$ cat config.mk
export PLATFORM = sky130hd
export DESIGN_NAME = result_drain
export DESIGN_NICKNAME = d
export VERILOG_FILES = /design/src/rtl/result_drain.sv
export SDC_FILE = /design/constraint.sdc
export NUM_CORES = 1
export LEC_CHECK = 0
export BUFFER_PORTS_ARGS = -buffer_cell sky130_fd_sc_hd__buf_2
export CORE_AREA = 4 4 141 143
export DETAILED_ROUTE_END_ITERATION = 8
export DIE_AREA = 0 0 145 147
export GPL_TIMING_DRIVEN = 0
export PLACE_DENSITY = 0.85
export RECOVER_POWER = 25
export REMOVE_ABC_BUFFERS = 1
export SLEW_MARGIN = 20
export SYNTH_ARGS = -nofsm -noshare
export SYNTH_HDL_FRONTEND = slang
export SYNTH_SLANG_ARGS = --single-unit
$ cat constraint.sdc
create_clock -name clk -period 1.9 [get_ports clk]
set_input_delay 0.19 -clock clk [delete_from_list [all_inputs] [get_ports clk]]
set_output_delay 0.19 -clock clk [all_outputs]
set_load 0.03 [all_outputs]
$ cat src/rtl/result_drain.sv
// Snapshots N_REG result words on an end_process rising edge and streams them out with index;
// first word valid 1 clk after the edge; a stalled word is held stable indefinitely while out_ready is low.
module result_drain #(
    parameter int DATA_W = 12,
    parameter int N_REG  = 16,
    parameter int IDX_W  = 4
) (
    input  logic                    clk,
    input  logic                    rst_n,
    input  logic                    end_process,
    input  logic [N_REG*DATA_W-1:0] r_flat,
    output logic [DATA_W-1:0]       out_data,
    output logic [IDX_W-1:0]        out_idx,
    output logic                    out_valid,
    input  logic                    out_ready,
    output logic                    busy,
    output logic                    done,
    output logic                    overrun
);
    typedef enum logic [1:0] {IDLE, SEND, DONE} state_t;

    localparam logic [IDX_W-1:0] LAST_IDX = IDX_W'(N_REG - 1);

    state_t            state;
    state_t            state_nxt;
    logic              ep_q;
    logic              ep_rise;
    logic              capture;
    logic              advance;
    logic [IDX_W-1:0]  idx;
    logic [DATA_W-1:0] shadow [N_REG];

    // ep_q resets low, so a level-high end_process at reset release counts as an edge
    assign ep_rise  = end_process & ~ep_q;
    assign out_data = shadow[idx];
    assign out_idx  = idx;

    always_ff @(posedge clk or negedge rst_n) begin
        if (!rst_n) begin
            state <= IDLE;
        end else begin
            state <= state_nxt;
        end
    end

    always_comb begin
        state_nxt = state;
        out_valid = 1'b0;
        busy      = 1'b0;
        done      = 1'b0;
        capture   = 1'b0;
        advance   = 1'b0;
        case (state)
            IDLE: begin
                if (ep_rise) begin
                    capture   = 1'b1;
                    state_nxt = SEND;
                end
            end
            SEND: begin
                out_valid = 1'b1;
                busy      = 1'b1;
                if (out_ready) begin
                    if (idx == LAST_IDX) begin
                        state_nxt = DONE;
                    end else begin
                        advance = 1'b1;
                    end
                end
            end
            DONE: begin
                busy      = 1'b1;
                done      = 1'b1;
                state_nxt = IDLE;
            end
            default: state_nxt = IDLE;
        endcase
    end

    always_ff @(posedge clk or negedge rst_n) begin
        if (!rst_n) begin
            ep_q    <= 1'b0;
            idx     <= '0;
            overrun <= 1'b0;
            for (int i = 0; i < N_REG; i++) begin
                shadow[i] <= '0;
            end
        end else begin
            ep_q <= end_process;
            if (capture) begin
                idx <= '0;
                for (int i = 0; i < N_REG; i++) begin
                    shadow[i] <= r_flat[i*DATA_W +: DATA_W];
                end
            end else if (advance) begin
                idx <= idx + 1'b1;
            end
            // A new result set while still draining is dropped; the host must see it
            if (ep_rise && state != IDLE) begin
                overrun <= 1'b1;
            end
        end
    end
endmodule

=== Yosys cells after proc, flatten, opt, wreduce, memory -nomap -nowiden ===
Cells that the tools add are included.

* Register bits after elaboration: 200
* Input port bits: 196
* Output and inout bits: 20
* Word-level logic and storage cells: 54

* Add/subtract/negate cells: 1
* $lt $le $gt $ge: 1
* Equal/unequal tests: 6
* Muxes and demuxes: 17
* Bitwise operators: 3
* Reductions and logical operators: 6

{| class="wikitable"
|+ Operator list
! cell !! number
|-
| binary-select mux 12 bit (select 4 bit) || 1
|-
| 2-to-1 mux 12 bit || 2
|-
| 2-to-1 mux 1 bit || 8
|-
| 2-to-1 mux 4 bit || 2
|-
| 2-to-1 mux 2 bit || 3
|-
| inequality test 2 bit (second input constant) || 3
|-
| greater-or-equal comparator 5 bit (second input constant) || 1
|-
| NOT 4 -> 5 bit || 1
|-
| adder 4 x 1 -> 4 bit (second input constant) || 1
|-
| == test 4 bit (second input constant) || 1
|-
| case mux 2 bit (2 select lines) || 1
|-
| nonzero test 2 bit || 2
|-
| AND reduction 3 bit || 1
|-
| == test 2 x 1 -> 1 bit (second input constant) || 1
|-
| == test 2 bit (second input constant) || 1
|-
| logical NOT 2 bit || 1
|-
| OR reduction 2 bit || 1
|-
| AND 1 bit || 1
|-
| logical AND 1 bit || 1
|-
| NOT 1 bit || 1
|}

=== Logic depth before layout (Yosys ltp) ===
Gate-level depths: netlist (run 1).

* Depth in word-level cells: 6
* Gate-level depth with buffers: 7
* Depth with buffers taken out: 5

=== Worst setup path before layout (run 1) ===
Ideal clock, no wire load.

* Path kind: register to output
* Start point: reg idx[0] (netlist: out_idx[0])
* End point: out out_data[1]
* Arrival time: 1.853 ns
* Slack: -0.143 ns
* Cell stages (with the launch flop): 8
* Buffers on the path: 3
* Cells stage by stage: dfrtp_1 buf_6 buf_6 and2_4 buf_2 a22oi_1 mux2i_1 o21ai_1

* Word-level cells in the longest chain between the ends: 4

{| class="wikitable"
|+ Ends and longest elaborated chain
! element !! RTL line !! RTL
|-
| start: declaration || 30 || <nowiki>logic [IDX_W-1:0] idx;</nowiki>
|-
| start signal: assignment || 96 || <nowiki>idx <= idx + 1'b1;</nowiki>
|-
| NOT 4 -> 5 bit (implied by the code) || 35 || <nowiki>assign out_data = shadow[idx];</nowiki>
|-
| binary-select mux 12 bit (select 4 bit) || 35 ||
|-
| 2-to-1 mux 12 bit (implied by the code) (2 in a row) || 35 ||
|-
| end: declaration || 12 || <nowiki>output logic [DATA_W-1:0] out_data,</nowiki>
|}

Every way passes these cells. The select of a mux whose other input is x is not followed.

=== Worst setup path after layout (run 1) ===
Ends and elaborated chain as after synthesis.

==> results.txt, run 1 <==
#FFs+latches synth: 200
Reg2reg end: shadow[135]
Post-DP HPWL: 14400 µm
Worst slew pin tran: 0.916 ns
Most frequent cells in the layout: 201 x buf_2, 197 x dfrtp_1, 174 x mux2_2, 167 x dlygate4sd3_1, 37 x mux2i_1
Routed len/inst: 22.4 µm
Port bufs: 215
Largest net degree at the start of global routing: 95
Fillers: 1144
Setup TNS: -5.50 ns
Final WL: 27600 µm
Failing checks: negative setup slack
Die X: 145 µm
DR pass1 iterations: 4
GRT Overall Usage: 25.5%
Syn-to-layout area delta: 46.2%
Via/cell ratio: 5.53
Sw Pwr: 0.00716 W
Crit path to: out_data[1]
Comb power frac: 45.5%
Clock Power Share: 17.3%
Core area: 18600 µm²
Clk_skew: 0.00817 ns
Slew Limit Fails: 0
Post-synthesis sequential area ratio: 54.5%
Final antenna-violating net count: 0
Worst path required time: 1.71 ns
Clk sinks: 200
Hold WS: 0.00578 ns
Number of enable flip-flop cells after synthesis: 0
Internal: 0.0136 W
Part of the power in registers: 37.2%
Via count: 6818
Worst min-delay path category: primary input to flip-flop
Peak VDD IR: 876 µV
Commonest non-fill, non-tap cell in the layout: buf_2
Worst reg2reg setup slack: -0.01 ns
Max Fclk: 413 MHz
Vias in the first global route: 7916
Worst Setup Slack, final: -0.519 ns
Initial detailed-routing violation count: 225
H-tree depth: 4
Status: finished, violations left
Netlist cell types: 28
Net count reported at finish: 1187
Data arrival, critical path: 2.23 ns
# rows: 50
CP Max Fanout: 18
Setup crit start: out_idx[0]
Ys flop type: dfrtp_1
Starting density of the core: 49.4%
Wire length of the first global-routing pass: 42700 µm
CTS Buf Count: 17
Startpoint class of the critical path: flip-flop
Syn_area_per_cell: 16.0 µm²
Final GP Congestion: 0.734
Post-Syn Area: 9180 µm²
Clk Latency, worst-skew pair: 0.42 ns
CTS Buffer Depth: 2
WS Path Type: flip-flop to primary output
MaxCap Viol Count: 0
Die area: 21300 µm²
FF-to-FF path depth: 9
Sw Share: 34.6%
Final hold violations: 0
Vert. Die Dim: 147 µm
Pleak: 5.85 nW
Minimum clock period: 2.42 ns
Initial antenna violation count: 4
Clk slew on worst S/H paths: 0.07 ns
GRT Residual Overflow: 0
Residual DRC count: 0
Ys async rst share: 100%
Crit Reg-Reg Startpoint: state[0]
CTS tree: done
Share of cells above drive strength 1: 51.0%
Final Cycle Share: 127%
Power per standard cell area: 1540 nW/µm²
Relative slew slack: 38.9%
Root Buffer: clkbuf_16
RSZ-0062 raised after global routing: true
Final setup viols: 17
Synth warn: 0
Synth Instances: 575
CP endpoint kind: primary output
I/O pins: 216
[cells in the mapped netlist, types with 6 or more instances]
cell type	count	share of area, %
mux4_1	21	6.0
a22oi_1	13	1.1
a32oi_1	12	1.1
buf_4	16	1.3
ha_1	6	0.82
mux2_1	13	1.6
mux2_2	179	22
buf_2	15	0.82
mux2i_1	37	4.0
mux4_2	15	3.7
o21ai_1	12	0.65
dfrtp_1	200	55
[metrics by stage]
step / instance area [µm²] / util [%] / setup WS (ns) / std cells / total power (W)
2_1_floorplan: 8920 / - / -4.55 / 535 / 0.0132
3_3_place_gp: 10300 / 55.4 / -6.87 / 984 / 0.0147
3_5_place_dp: 10700 / 57.3 / -0.815 / 998 / 0.0154
4_1_cts: 13200 / 71.0 / -0.483 / 1214 / 0.0200
5_1_grt: 13400 / 72.2 / -0.591 / 1233 / 0.0218
6_report: 13400 / 72.2 / -0.519 / 1234 / 0.0207
[power by group through the flow]
stage                     logic [W]  clock network [W]  registers, W
after floorplan             0.00565                  0       0.00752
after global placement      0.00685                  0       0.00783
after detailed placement    0.00764                  0       0.00777
after CTS                   0.00884            0.00363       0.00751
after global routing         0.0101            0.00384       0.00789
final                       0.00942            0.00359       0.00771
[flip-flops by register name, summed over array words and instances, names as in the netlist]
register	flops
ep_q	1
out_idx	4
overrun	1
shadow	192
state	2
[routing by layer]
metal  vias up  track usage [%]  wire (µm)
met5         -                0          7
met4         2             9.69        750
met3        62             6.51       1490
met2       238             46.0      14800
met1      3521             29.3      10500
li1       2995                -          -
[logic make-up (layout without fill, tap and decap cells)]
kind of cell / after synthesis / after routing / synth area share [%]
buffers and inverters: 44 / 464 / 3.07
flip-flops: 200 / 200 / 54.5
XOR/XNOR: 3 / 3 / 0.286
other: 0 / 4 / 0
AO/OA/AOI/OAI: 40 / 40 / 3.05
adder cells (fa/ha/maj): 6 / 6 / 0.818
multiplexers: 265 / 265 / 37.3
AND/OR/NAND/NOR: 17 / 18 / 1.01
[how the worst min path moves through the flow]
stage | depth (start not counted) | endpoint | slack (ns) | start
finish | 2 | shadow[13] | 0.006 | r_flat[169]
detailed placement | 1 | shadow[74] | 0.07 | rst_n
CTS | 2 | shadow[1] | 0.001 | r_flat[181]
global placement | 1 | ep_q | 0.31 | end_process
global route | 2 | shadow[5] | -0.01 | r_flat[185]
floorplan | 0 | ep_q | -0.11 | rst_n
[worst max-delay path, cell delays in order, from the launching register on]
cell and delay (ns):
dfrtp_4 0.48, buf_12 0.20, buf_4 0.14, mux4_1 0.54, a32oi_1 0.15, o21ai_1 0.09
buf_4 0.20
[area by class of cell]
class                   instances  area (µm²)  area share (%)
diodes                          4        10.0          0.0746
clock buffers                  19         433            3.23
clock inverters                11         123           0.914
inverters                       4        17.5           0.131
multi-input cells             332        3950            29.4
flip-flops and latches        200        5020            37.4
well taps                     234         293            2.18
repair buffers                430        3580            26.7
[repair_timing]
item | 4_1_cts | 5_1_grt
pin swaps | 3 | 3
endpoints found under the setup margin | 209 | 50
hold buffers | 161 | 6
gates cloned | 5 | 4
resized for setup | 28 | 26
endpoints found under the hold margin | 207 | 6
setup buffers | 21 | 6
Power figures use the tool's default switching activity.
==> run 2, diff against run 1 <==
- PLACE_DENSITY: 0.85 -> 0.78
==> run 2 against run 1 <==
Against the previous run:
- the flow still finishes with violations (negative setup slack)
- count of clock-buffer cells in the layout is 2 lower
- fmax grew 1.3%
- die area is the same
- cell area is 1.1% higher
- via count grew 0.66%
- final cell count is 1.1% higher
- worst hold slack better by 0.0075 ns
- non-clock buffer count up 15
- critical endpoint is now out_data[6]
- combinational power barely moved
- register-to-register slack lost 0.08 ns
- global-route usage fell by 0.070 points
==> results.txt, run 2 (same netlist as run 1, synthesis figures left out) <==
Status: finished, violations left
Failing checks: negative setup slack
Relative slew slack: 24.1% (-15 points)
Die X: 145 µm (unchanged)
Initial detailed-routing violation count: 262 (+16%)
Startpoint class of the critical path: flip-flop
Largest Register: shadow
Die area: 21300 µm² (unchanged)
Vias in the first global route: 7767 (-1.9%)
Worst min-delay path category: primary input to flip-flop
Final WL: 27500 µm (-0.25%)
Place WS: -0.778 ns (+0.0370 ns)
Final hold violations: 0 (unchanged)
Pleak: 5.94 nW (+1.4%)
Clk Latency, worst-skew pair: 0.43 ns (about the same)
Initial antenna violation count: 1 (-3)
H-tree depth: 4 (unchanged)
Most frequent cells in the layout: 201 x buf_2, 197 x dfrtp_1, 184 x dlygate4sd3_1, 165 x mux2_2, 37 x mux2i_1
Core area: 18600 µm² (unchanged)
GRT Residual Overflow: 0 (unchanged)
DR pass1 iterations: 4 (unchanged)
Routed len/inst: 22.1 µm (-1.3%)
Highest metal used: met4
Max reg flops: 192 (unchanged)
CTS Buffer Depth: 2 (unchanged)
Post-DP HPWL: 14400 µm (+0.49%)
Port bufs: 215 (unchanged)
Slew Limit Fails: 0 (unchanged)
Clk_skew: 0.0116 ns (+0.00338 ns)
Residual DRC count: 0 (unchanged)
RSZ-0062 raised after global routing: true
Tot Pwr: 0.0206 W (-0.43%)
# rows: 50 (unchanged)
Worst slew pin tran: 1.14 ns (+0.223 ns)
Clk slew on worst S/H paths: 0.07 ns (about the same)
CP endpoint kind: primary output
GRT Overall Usage: 25.4% (-0.070 points)
Peak VDD IR: 751 µV (-14%)
Met3 wire len: 1440 µm (-3.6%)
MaxCap Viol Count: 0 (unchanged)
Power per standard cell area: 1520 nW/µm² (-1.5%)
Wire length on met2: 14400 µm (-2.6%)
Final Cycle Share: 126% (-1.7 points)
Via/cell ratio: 5.50 (-0.39%)
Vert. Die Dim: 147 µm (unchanged)
Root Buffer: clkbuf_16
Net count reported at finish: 1201 (+1.2%)
Worst Setup Slack, final: -0.487 ns (+0.0321 ns)
WS Path Type: flip-flop to primary output
Final GP Congestion: 0.727 (-0.94%)
Data arrival, critical path: 2.20 ns (-0.03 ns)
Final setup viols: 90 (+73)
Met1 wire length: 11000 µm (+4.3%)
Max Fclk: 419 MHz (+1.3%)
CTS tree: done
Commonest non-fill, non-tap cell in the layout: buf_2
I/O pins: 216 (unchanged)
Syn-to-layout area delta: 47.7%
Final antenna-violating net count: 0 (unchanged)
Setup TNS: -7.67 ns (-2.17 ns)
Largest net degree at the start of global routing: 98 (+3.2%)
Starting density of the core: 49.4% (unchanged)
Clk sinks: 200 (unchanged)
CTS Buf Count: 17 (unchanged)
Post-Layout Cell Count: 1247 (+1.1%)
CP Max Fanout: 5 (-13)
Wire length of the first global-routing pass: 42200 µm (-1.1%)
Hold WS: 0.0132 ns (+0.00746 ns)
Share of cells above drive strength 1: 50.0% (-1.1 points)
Minimum clock period: 2.39 ns (-0.0321 ns)
Worst path required time: 1.71 ns (about the same)
Via count: 6863 (+0.66%)
Placed cells: 998 (unchanged)
run 2: cell types whose count changed in the layout (fill, tap and decap cells not counted), sizes merged:
cell / before / now
buf: 255 / 256
dlygate4sd3: 167 / 184
clkbuf: 26 / 21
clkinv: 4 / 3
clkinvlp: 1 / 4
inv: 8 / 10
nor2: 7 / 6
diode: 4 / 2
bufinv: 2 / 1
run 2: timing repair:
| action | 4_1_cts | 5_1_grt |
|---|---|---|
| hold buffers | 182 | 2 |
| gates resized for setup | 29 | 25 |
| buffers inserted | 20 | 7 |
| setup endpoints to repair | 163 | 71 |
| pin swaps | 1 | 3 |
| endpoints found under the hold margin | 381 | 2 |
| gates cloned | 5 | 3 |
run 2: worst paths after layout:
path	start	to	slack, ns	depth (start not counted)
hold / removal	r_flat[78]	shadow[114]	0.01	2
max in group asynchronous	rst_n	shadow[186]	0.15	3
setup / recovery	out_idx[0]	out_data[6]	-0.49	5
setup reg to reg	state[1]	shadow[109]	-0.09	10
hold reg to reg	shadow[103]	shadow[103]	0.49	1
min in group asynchronous	rst_n	shadow[86]	0.52	2
run 2: per-stage QoR:
step	utilization [%]	cell area, µm²
4_1_cts	72.2	13400
2_1_floorplan	-	8920
5_1_grt	73.0	13600
3_5_place_dp	57.3	10600
3_3_place_gp	55.4	10300
6_report	73.0	13600
run 2: final cells by class:
type | count | area, µm²
fillers | 1130 | 5010
multi-input cells | 331 | 4000
inverters | 4 | 17.5
clock buffers | 17 | 425
well taps | 234 | 293
repair buffers | 445 | 3670
diodes | 2 | 5.00
flip-flops and latches | 200 | 5020
clock inverters | 14 | 141
run 2: power breakdown:
part / internal (W) / total [W] / switching, W
Sequential: 0.00641 / 0.00762 / 0.00120
Combinational: 0.00519 / 0.00944 / 0.00424
Clock: 0.00184 / 0.00358 / 0.00173
Total: 0.0135 / 0.0206 / 0.00718
run 2: critical path, stage by stage (launching register included):
cell and delay [ns]:
dfrtp_4 0.49, buf_4 0.21, mux4_1 0.59, a32oi_1 0.16
o21ai_1 0.10, buf_4 0.21
run 2: per-layer routing:
layer	global-route usage (%)	vias up
met3	6.08	53
met2	45.5	256
met5	0	-
met4	8.31	0
li1	-	3022
met1	30.4	3532
